[src/rtl/uart_rx_if.sv]
// Receiver-side signal bundle for uart_rx: serial input plus the received byte and its status strobes.
interface uart_rx_if;
  logic       rx;
  logic [7:0] dout_rx;
  logic       done_rx;
  logic       frame_err;
  logic       parity_err;

  modport master (
    output rx,
    input  dout_rx,
    input  done_rx,
    input  frame_err,
    input  parity_err
  );

  modport slave (
    input  rx,
    output dout_rx,
    output done_rx,
    output frame_err,
    output parity_err
  );
endinterface

[src/rtl/uart_rx.sv]
// 8N1 UART receiver, oversampled by a cycle counter in the clk domain.
// Define UART_RX_PARITY_EN to expect one even-parity bit between data bit 7 and the stop bit.
module uart_rx #(
  parameter int clk_freq = 1_000_000,
  parameter int baud     = 9600
) (
  input  logic     clk,
  input  logic     rst,
  uart_rx_if.slave bus
);

  localparam int BIT  = clk_freq / baud;
  localparam int HALF = BIT / 2;
  localparam int CW   = $clog2(BIT) + 1;

  localparam logic [CW-1:0] BIT_LAST  = CW'(BIT - 1);
  localparam logic [CW-1:0] HALF_LAST = CW'(HALF - 1);

  typedef enum logic [2:0] {
    IDLE,
    START,
    DATA,
`ifdef UART_RX_PARITY_EN
    PARITY,
`endif
    STOP,
    WAIT_HIGH
  } state_t;

  state_t        state, state_n;
  logic          rx_meta, rx_s;
  logic [CW-1:0] cnt, cnt_n;
  logic [2:0]    bit_idx, bit_idx_n;
  logic [7:0]    shreg, shreg_n;
  logic [7:0]    dout, dout_n;
  logic          done, done_n;
  logic          ferr, ferr_n;
`ifdef UART_RX_PARITY_EN
  logic          par_bit, par_bit_n;
  logic          perr, perr_n;
`endif

  // Two-flop synchronizer; resets to the idle (high) line level.
  always_ff @(posedge clk) begin
    if (rst) begin
      rx_meta <= 1'b1;
      rx_s    <= 1'b1;
    end else begin
      rx_meta <= bus.rx;
      rx_s    <= rx_meta;
    end
  end

  always_ff @(posedge clk) begin
    if (rst) begin
      state   <= IDLE;
      cnt     <= '0;
      bit_idx <= '0;
      shreg   <= '0;
      dout    <= '0;
      done    <= 1'b0;
      ferr    <= 1'b0;
`ifdef UART_RX_PARITY_EN
      par_bit <= 1'b0;
      perr    <= 1'b0;
`endif
    end else begin
      state   <= state_n;
      cnt     <= cnt_n;
      bit_idx <= bit_idx_n;
      shreg   <= shreg_n;
      dout    <= dout_n;
      done    <= done_n;
      ferr    <= ferr_n;
`ifdef UART_RX_PARITY_EN
      par_bit <= par_bit_n;
      perr    <= perr_n;
`endif
    end
  end

  // Every sampling state clears cnt when it samples, so each bit period restarts at 0.
  always_comb begin
    state_n   = state;
    cnt_n     = cnt + 1'b1;
    bit_idx_n = bit_idx;
    shreg_n   = shreg;
    dout_n    = dout;
    done_n    = 1'b0;
    ferr_n    = 1'b0;
`ifdef UART_RX_PARITY_EN
    par_bit_n = par_bit;
    perr_n    = 1'b0;
`endif
    case (state)
      IDLE: begin
        cnt_n = '0;
        if (!rx_s) state_n = START;
      end
      START: begin
        if (cnt == HALF_LAST) begin
          cnt_n = '0;
          if (rx_s) begin
            state_n = IDLE;
          end else begin
            state_n   = DATA;
            bit_idx_n = '0;
          end
        end
      end
      DATA: begin
        if (cnt == BIT_LAST) begin
          cnt_n            = '0;
          shreg_n[bit_idx] = rx_s;
          bit_idx_n        = bit_idx + 1'b1;
          if (bit_idx == 3'd7) begin
`ifdef UART_RX_PARITY_EN
            state_n = PARITY;
`else
            state_n = STOP;
`endif
          end
        end
      end
`ifdef UART_RX_PARITY_EN
      PARITY: begin
        if (cnt == BIT_LAST) begin
          cnt_n     = '0;
          par_bit_n = rx_s;
          state_n   = STOP;
        end
      end
`endif
      STOP: begin
        if (cnt == BIT_LAST) begin
          cnt_n  = '0;
          dout_n = shreg;
`ifdef UART_RX_PARITY_EN
          perr_n = ^{shreg, par_bit};
`endif
          if (rx_s) begin
            done_n  = 1'b1;
            state_n = IDLE;
          end else begin
            ferr_n  = 1'b1;
            state_n = WAIT_HIGH;
          end
        end
      end
      WAIT_HIGH: begin
        cnt_n = '0;
        if (rx_s) state_n = IDLE;
      end
      default: begin
        cnt_n   = '0;
        state_n = IDLE;
      end
    endcase
  end

  assign bus.dout_rx   = dout;
  assign bus.done_rx   = done;
  assign bus.frame_err = ferr;
`ifdef UART_RX_PARITY_EN
  assign bus.parity_err = perr;
`else
  assign bus.parity_err = 1'b0;
`endif

endmodule

[src/flat_wrapper.sv]
// flat-port wrapper written by rule: the top's interface ports become plain ports
module uart_rx_flat 
#(
  parameter int clk_freq = 1_000_000,
  parameter int baud     = 9600
)
  (clk, rst, bus_rx, bus_dout_rx, bus_done_rx, bus_frame_err, bus_parity_err);
  uart_rx_if bus_i ();
  input  logic clk;
  input  logic rst;
  input wire logic [$bits(bus_i.rx)-1:0] bus_rx;
  output wire logic [$bits(bus_i.dout_rx)-1:0] bus_dout_rx;
  output wire logic [$bits(bus_i.done_rx)-1:0] bus_done_rx;
  output wire logic [$bits(bus_i.frame_err)-1:0] bus_frame_err;
  output wire logic [$bits(bus_i.parity_err)-1:0] bus_parity_err;
  assign bus_i.rx = bus_rx;
  assign bus_dout_rx = bus_i.dout_rx;
  assign bus_done_rx = bus_i.done_rx;
  assign bus_frame_err = bus_i.frame_err;
  assign bus_parity_err = bus_i.parity_err;
  uart_rx #(.clk_freq(clk_freq), .baud(baud)) u_core (.clk(clk), .rst(rst), .bus(bus_i));
endmodule
[config.mk]
export PLATFORM = sky130hd
export DESIGN_NAME = uart_rx_flat
export DESIGN_NICKNAME = d
export VERILOG_FILES = /design/src/rtl/uart_rx_if.sv /design/src/rtl/uart_rx.sv /design/src/flat_wrapper.sv
export SDC_FILE = /design/constraint.sdc
export NUM_CORES = 1
export LEC_CHECK = 0
export ABC_AREA = 1
export CAP_MARGIN = 25
export CORE_MARGIN = 2
export CORE_UTILIZATION = 33
export DETAILED_ROUTE_END_ITERATION = 10
export SYNTH_ARGS = -nofsm -noshare
export SYNTH_HDL_FRONTEND = slang
export SYNTH_SLANG_ARGS = --single-unit
[constraint.sdc]
create_clock -name clk -period 2.78 [get_ports clk]
set_input_delay 0.417 -clock clk [delete_from_list [all_inputs] [get_ports clk]]
set_output_delay 0.417 -clock clk [all_outputs]
set_load 0.01 [all_outputs]
==> results of run 1 <==
==> path summary, 6_finish.rpt <==
path | startpoint | endpoint | slack [ps] | depth (start not counted)
worst max register to register | u_core.cnt[0] | u_core.bus.dout_rx[6] | 1260 | 8
worst min-delay path | u_core.rx_meta | u_core.rx_s | 420 | 1
worst min register to register | u_core.rx_meta | u_core.rx_s | 420 | 1
worst max-delay path | u_core.bus.dout_rx[2] | bus_dout_rx[2] | 1210 | 1
==> cells in the mapped netlist (2+ instances only) <==
cell type,n,share of area
nand3_2,3,0.019
nand3b_1,2,0.0096
o21ai_1,2,0.0064
or2_2,2,0.0080
dfxtp_1,34,0.43
xor2_1,4,0.022
nand2_1,42,0.10
clkbuf_1,3,0.0072
nor2_2,2,0.0080
o21ai_0,4,0.013
nand3_1,19,0.061
ha_1,3,0.024
xnor2_1,2,0.011
nor2_4,3,0.021
nor2_1,29,0.069
nand2_2,6,0.024
nor3_1,5,0.016
inv_1,23,0.055
a21oi_1,15,0.048
==> area by class of cell <==
| class | instances | area [um2] | area share |
|---|---|---|---|
| Clock buffer | 6 | 82.6 | 0.0452 |
| Clock inverter | 2 | 12.5 | 0.00684 |
| Inverter | 25 | 96.3 | 0.0527 |
| Multi-Input combinational cell | 147 | 761 | 0.416 |
| Sequential cell | 34 | 681 | 0.372 |
| Tap cell | 54 | 67.6 | 0.0370 |
| Timing Repair Buffer | 13 | 128 | 0.0698 |
==> report_power, final <==
part / internal [mW] / switching, mW
Combinational: 0.102 / 0.200
Sequential: 0.513 / 0.0284
Clock: 0.199 / 0.179
Total: 0.814 / 0.408
==> per-stage QoR <==
step | utilization | power [mW]
3_3_place_gp | 0.372 | 0.855
5_1_grt | 0.392 | 1.31
3_5_place_dp | 0.372 | 0.855
4_1_cts | 0.392 | 1.24
6_report | 0.392 | 1.22
2_1_floorplan | - | 0.801
==> cell families after synthesis <==
logic type,Yosys count,synth area share
AND/OR/NAND/NOR,115,0.348
flip-flops,34,0.433
buffers and inverters,30,0.0828
AO/OA/AOI/OAI,22,0.0764
XOR/XNOR,6,0.0334
adder cells (fa/ha/maj),3,0.0239
other,1,0.00239
==> metal layers <==
layer,wire [um],track usage
met1,1520,0.168
met2,1160,0.189
met3,82,0.0373
met4,64,0.0556
met5,0,0
==> state kept, by name (all words and copies together) (netlist names) <==
| signal | count |
|---|---|
| u_core.bus.done_rx | 1 |
| u_core.bit_idx | 3 |
| u_core.bus.dout_rx | 8 |
| u_core.shreg | 8 |
| u_core.bus.frame_err | 1 |
| u_core.rx_s | 1 |
| u_core.rx_meta | 1 |
| u_core.cnt | 8 |
| u_core.state | 3 |
==> metrics.csv, run 1 <==
metric,value,unit
post-layout instance area,0.00183,mm2
"flops & latches, synth",34,
Initial DRC Count,51,
post-synthesis cell area,0.00157,mm2
largest net degree at the start of global routing,20,
total CTS buffers,5,
worst setup path class,flip-flop to primary output,
Starting Density,0.337,
"Critical Path, Cell by Cell",clkdlybuf4s50_1,
Unique masters post-synth,27,
WL final,2820,um
Post-CTS Hold Fix Bufs,0,
CTS tree,done,
antenna diode count,0,
full die area,0.00533,mm2
"Slew Viols, Final",0,
Leakage Power,0.706,nW
WHS,418,ps
Finished Layout Cells,281,
most frequent cells in the layout,"nand2_1 (42), dfxtp_1 (34), nor2_1 (29)",
data arrival time of the worst path,1160,ps
Crit path largest cell delay,530,ps
Placed Area,0.00173,mm2
worst-case vdd ir drop,0.231,mV
placed insts,273,
initial antenna violation count,0,
Layout Skew,8.93,ps
"CTS clk-pin slew, worst paths",70,ps
Required @ worst endpoint,2360,ps
fin crit share,0.566,
CTS Sinks,34,
register area share after synthesis,0.433,
RSZ-0062 raised after global routing,no,
pwr dens,668,mW/mm2
total grt overflow,0,
Syn Nets,217,
number of flops mapped to enable cells by yosys,0,
Main synth FF type,dfxtp_1,
CP Max Fanout,2,
number of global-route vias before repair,1198,
yosys warns,0,
Crit path max-delay family,buffers and inverters,
clk_lat worst skew,290,ps
Final min period,1570,ps
Final Hold Vio Count,0,
Die Wd,73.0,um
residual antenna-violating net count after detailed routing,0,
CTS HTree Levels,2,
Worst setup EP type,primary output,
count of max-cap constraint violations,0,
Std-Cell Core Area,0.00466,mm2
status,completed,
worst setup margin,1210,ps
Port Buf Inserts,12,
clk root buf,clkbuf_8,
Site Rows,25,
post-CTS resize count,0,
Worst Path Buf+Inv,1,
setup repair bufs after CTS,0,
vias per cell,4.52,
Gate Count Post-Synth,211,
CP startpoint kind,flip-flop,
Min-Delay Path Class,flip-flop to flip-flop,
CP max-delay cell,clkdlybuf4s50_1,
first-pass GRT wire length,5220,um
drt first pass iters,4,
Ports,14,
Final setup viols,0,
routed len/inst,10.0,um
chip height,73.0,um
Layout area overhead,16.3,%
residual DRC count,0,
number of nets in the layout,232,
"commonest non-fill, non-tap cell in the layout",nand2_1,
CTS Buffer Depth,2,
DP Wirelength,2000,um
Place WS,1030,ps
share of layout cells above drive strength 1,0.128,
filler instances,497,
total vias in the final route,1269,
f_max,636,MHz
asr flop ratio synth,0,
Setup TNS,0,ps
Total GRT Usage,0.126,
"Avg Cell Area, Syn",7.45,um2
RePlAce Congestion,0.811,
No activity file was read; power rests on OpenSTA's default activity.
==> inputs of run 2 (changes only) <==
==> constraint.sdc (replaced) <==
create_clock -name clk -period 1.45 [get_ports clk]
set_input_delay 0.2175 -clock clk [delete_from_list [all_inputs] [get_ports clk]]
set_output_delay 0.2175 -clock clk [all_outputs]
set_load 0.01 [all_outputs]
==> metrics.csv, run 2 (synthesized netlist as in run 1, its figures left out) <==
metric,value,unit,change
Final Power,2.32,mW,was 1.22 mW
largest net degree at the start of global routing,17,,was 20
WHS,407,ps,was 418 ps
filler instances,484,,was 497
Starting Density,0.337,,unchanged
CP Max Fanout,2,,unchanged
antenna diode count,0,,unchanged
vias per cell,4.57,,was 4.52
residual antenna-violating net count after detailed routing,0,,unchanged
Worst Path Buf+Inv,1,,unchanged
number of nets in the layout,238,,was 232
RePlAce Congestion,0.809,,was 0.811
placed insts,278,,was 273
Layout area overhead,19.8,%,was 16.3%
setup repair bufs after CTS,0,,unchanged
f_max,734,MHz,
Site Rows,25,,unchanged
count of max-cap constraint violations,0,,unchanged
Finished Layout Cells,286,,was 281
status,completed,,unchanged
worst setup path class,flip-flop to primary output,,unchanged
full die area,0.00533,mm2,unchanged
RSZ-0062 raised after global routing,no,,unchanged
clk root buf,clkbuf_8,,unchanged
clock network fraction of design power,0.279,,was 0.310
Ports,14,,unchanged
residual DRC count,0,,unchanged
Switching Fraction,0.339,,was 0.334
data arrival time of the worst path,1150,ps,was 1160 ps
Reg2Reg Depth,8,,unchanged
Pint,1.53,mW,was 814 uW
Final Hold Vio Count,0,,unchanged
total CTS buffers,5,,unchanged
Total GRT Usage,0.126,,about the same
Comb pwr share,0.272,,was 0.247
Die Wd,73.0,um,unchanged
CTS tree,done,,unchanged
clk_lat worst skew,280,ps,was 290 ps
initial antenna violation count,0,,unchanged
Final min period,1360,ps,
Worst setup EP type,primary output,,unchanged
Final Core Density,0.404,,was 0.392
hold path depth,1,,unchanged
first-pass GRT wire length,5160,um,was 5220 um
total grt overflow,0,,unchanged
Required @ worst endpoint,1230,ps,was 2360 ps
chip height,73.0,um,unchanged
NetSw,784,uW,was 408 uW
Layout Skew,3.39,ps,was 8.93 ps
CTS Sinks,34,,unchanged
share of layout cells above drive strength 1,0.151,,was 0.128
Leakage Power,0.735,nW,was 0.706 nW
Post-CTS Hold Fix Bufs,0,,unchanged
CTS Buffer Depth,2,,unchanged
Port Buf Inserts,12,,unchanged
WL final,2940,um,was 2820 um
drt first pass iters,4,,unchanged
routed len/inst,10.3,um,was 10.0 um
Setup TNS,0,ps,unchanged
CP max-delay cell,clkdlybuf4s50_1,,unchanged
most frequent cells in the layout,"nand2_1 (42), dfxtp_1 (32), nor2_1 (29)",,"was nand2_1 (42), dfxtp_1 (34), nor2_1 (29)"
total vias in the final route,1307,,was 1269
Std-Cell Core Area,0.00466,mm2,unchanged
"Slew Viols, Final",0,,unchanged
DP Wirelength,2040,um,was 2000 um
Crit path largest cell delay,530,ps,about the same
Levels on crit path,1,,unchanged
"CTS clk-pin slew, worst paths",60,ps,was 70 ps
CTS HTree Levels,2,,unchanged
"commonest non-fill, non-tap cell in the layout",nand2_1,,unchanged
Min-Delay Path Class,flip-flop to flip-flop,,unchanged
"Critical Path, Cell by Cell",clkdlybuf4s50_1,,unchanged
Final setup viols,0,,unchanged
worst-case vdd ir drop,0.648,mV,was 0.231 mV
Crit path max-delay family,buffers and inverters,,unchanged
pwr dens,1230,mW/mm2,was 668 mW/mm2
fin crit share,0.940,,
Initial DRC Count,52,,was 51
sequential share of power,0.449,,was 0.443
number of global-route vias before repair,1175,,was 1198
CP startpoint kind,flip-flop,,unchanged
-- run 2: cell count changes in the layout (fill, tap and decap cells not counted), moves of 2 or more --
cell	delta
o21ai_0	-2
o21ai_1	+2
dfxtp_2	+2
dfxtp_1	-2
clkbuf_1	+2
buf_4	+5
-- run 2: path summary, 6_finish.rpt --
kind | startpoint | end | slack [ps]
hold / removal | u_core.rx_meta | u_core.rx_s | 410
setup / recovery | u_core.bus.dout_rx[0] | bus_dout_rx[0] | 90
hold reg to reg | u_core.rx_meta | u_core.rx_s | 410
setup reg to reg | u_core.cnt[0] | u_core.shreg[6] | 120
-- run 2: what timing repair did --
action,CTS,global route
gates resized for setup,2,7
pin swaps,0,2
setup endpoints to repair,9,23
cloned,0,1
-- run 2: stage by stage --
step | worst slack, ps | instance area, um2
5_1_grt | 5.27 | 1880
2_1_floorplan | 132 | 1570
4_1_cts | 18.4 | 1850
3_3_place_gp | 29.2 | 1770
3_5_place_dp | 0.387 | 1770
6_report | 86.7 | 1880
-- run 2: layout make-up --
type                       instances  area (um2)  share of cell area
clock buffer                       7        76.3              0.0405
inverter                          25        98.8              0.0525
multi-input combinational        148         792               0.421
sequential                        34         683               0.363
tap                               54        67.6              0.0359
timing repair buffer              18         165              0.0877
-- run 2: power by group through the flow --
stage          Combinational [mW]  Sequential, mW  Clock (mW)
6_report                    0.630            1.04       0.646
5_1_grt                     0.726            1.05       0.703
4_1_cts                     0.585            1.04       0.671
3_5_place_dp                0.582            1.06           0
3_3_place_gp                0.584            1.06           0
2_1_floorplan               0.489            1.05           0
-- run 2: metal layers --
metal,wire length (um),track usage,vias to the layer above
met3,99,0.0414,7
met1,1530,0.172,580
met2,1240,0.177,16
li1,-,-,704
met5,0,0,-
met4,68,0.0617,0
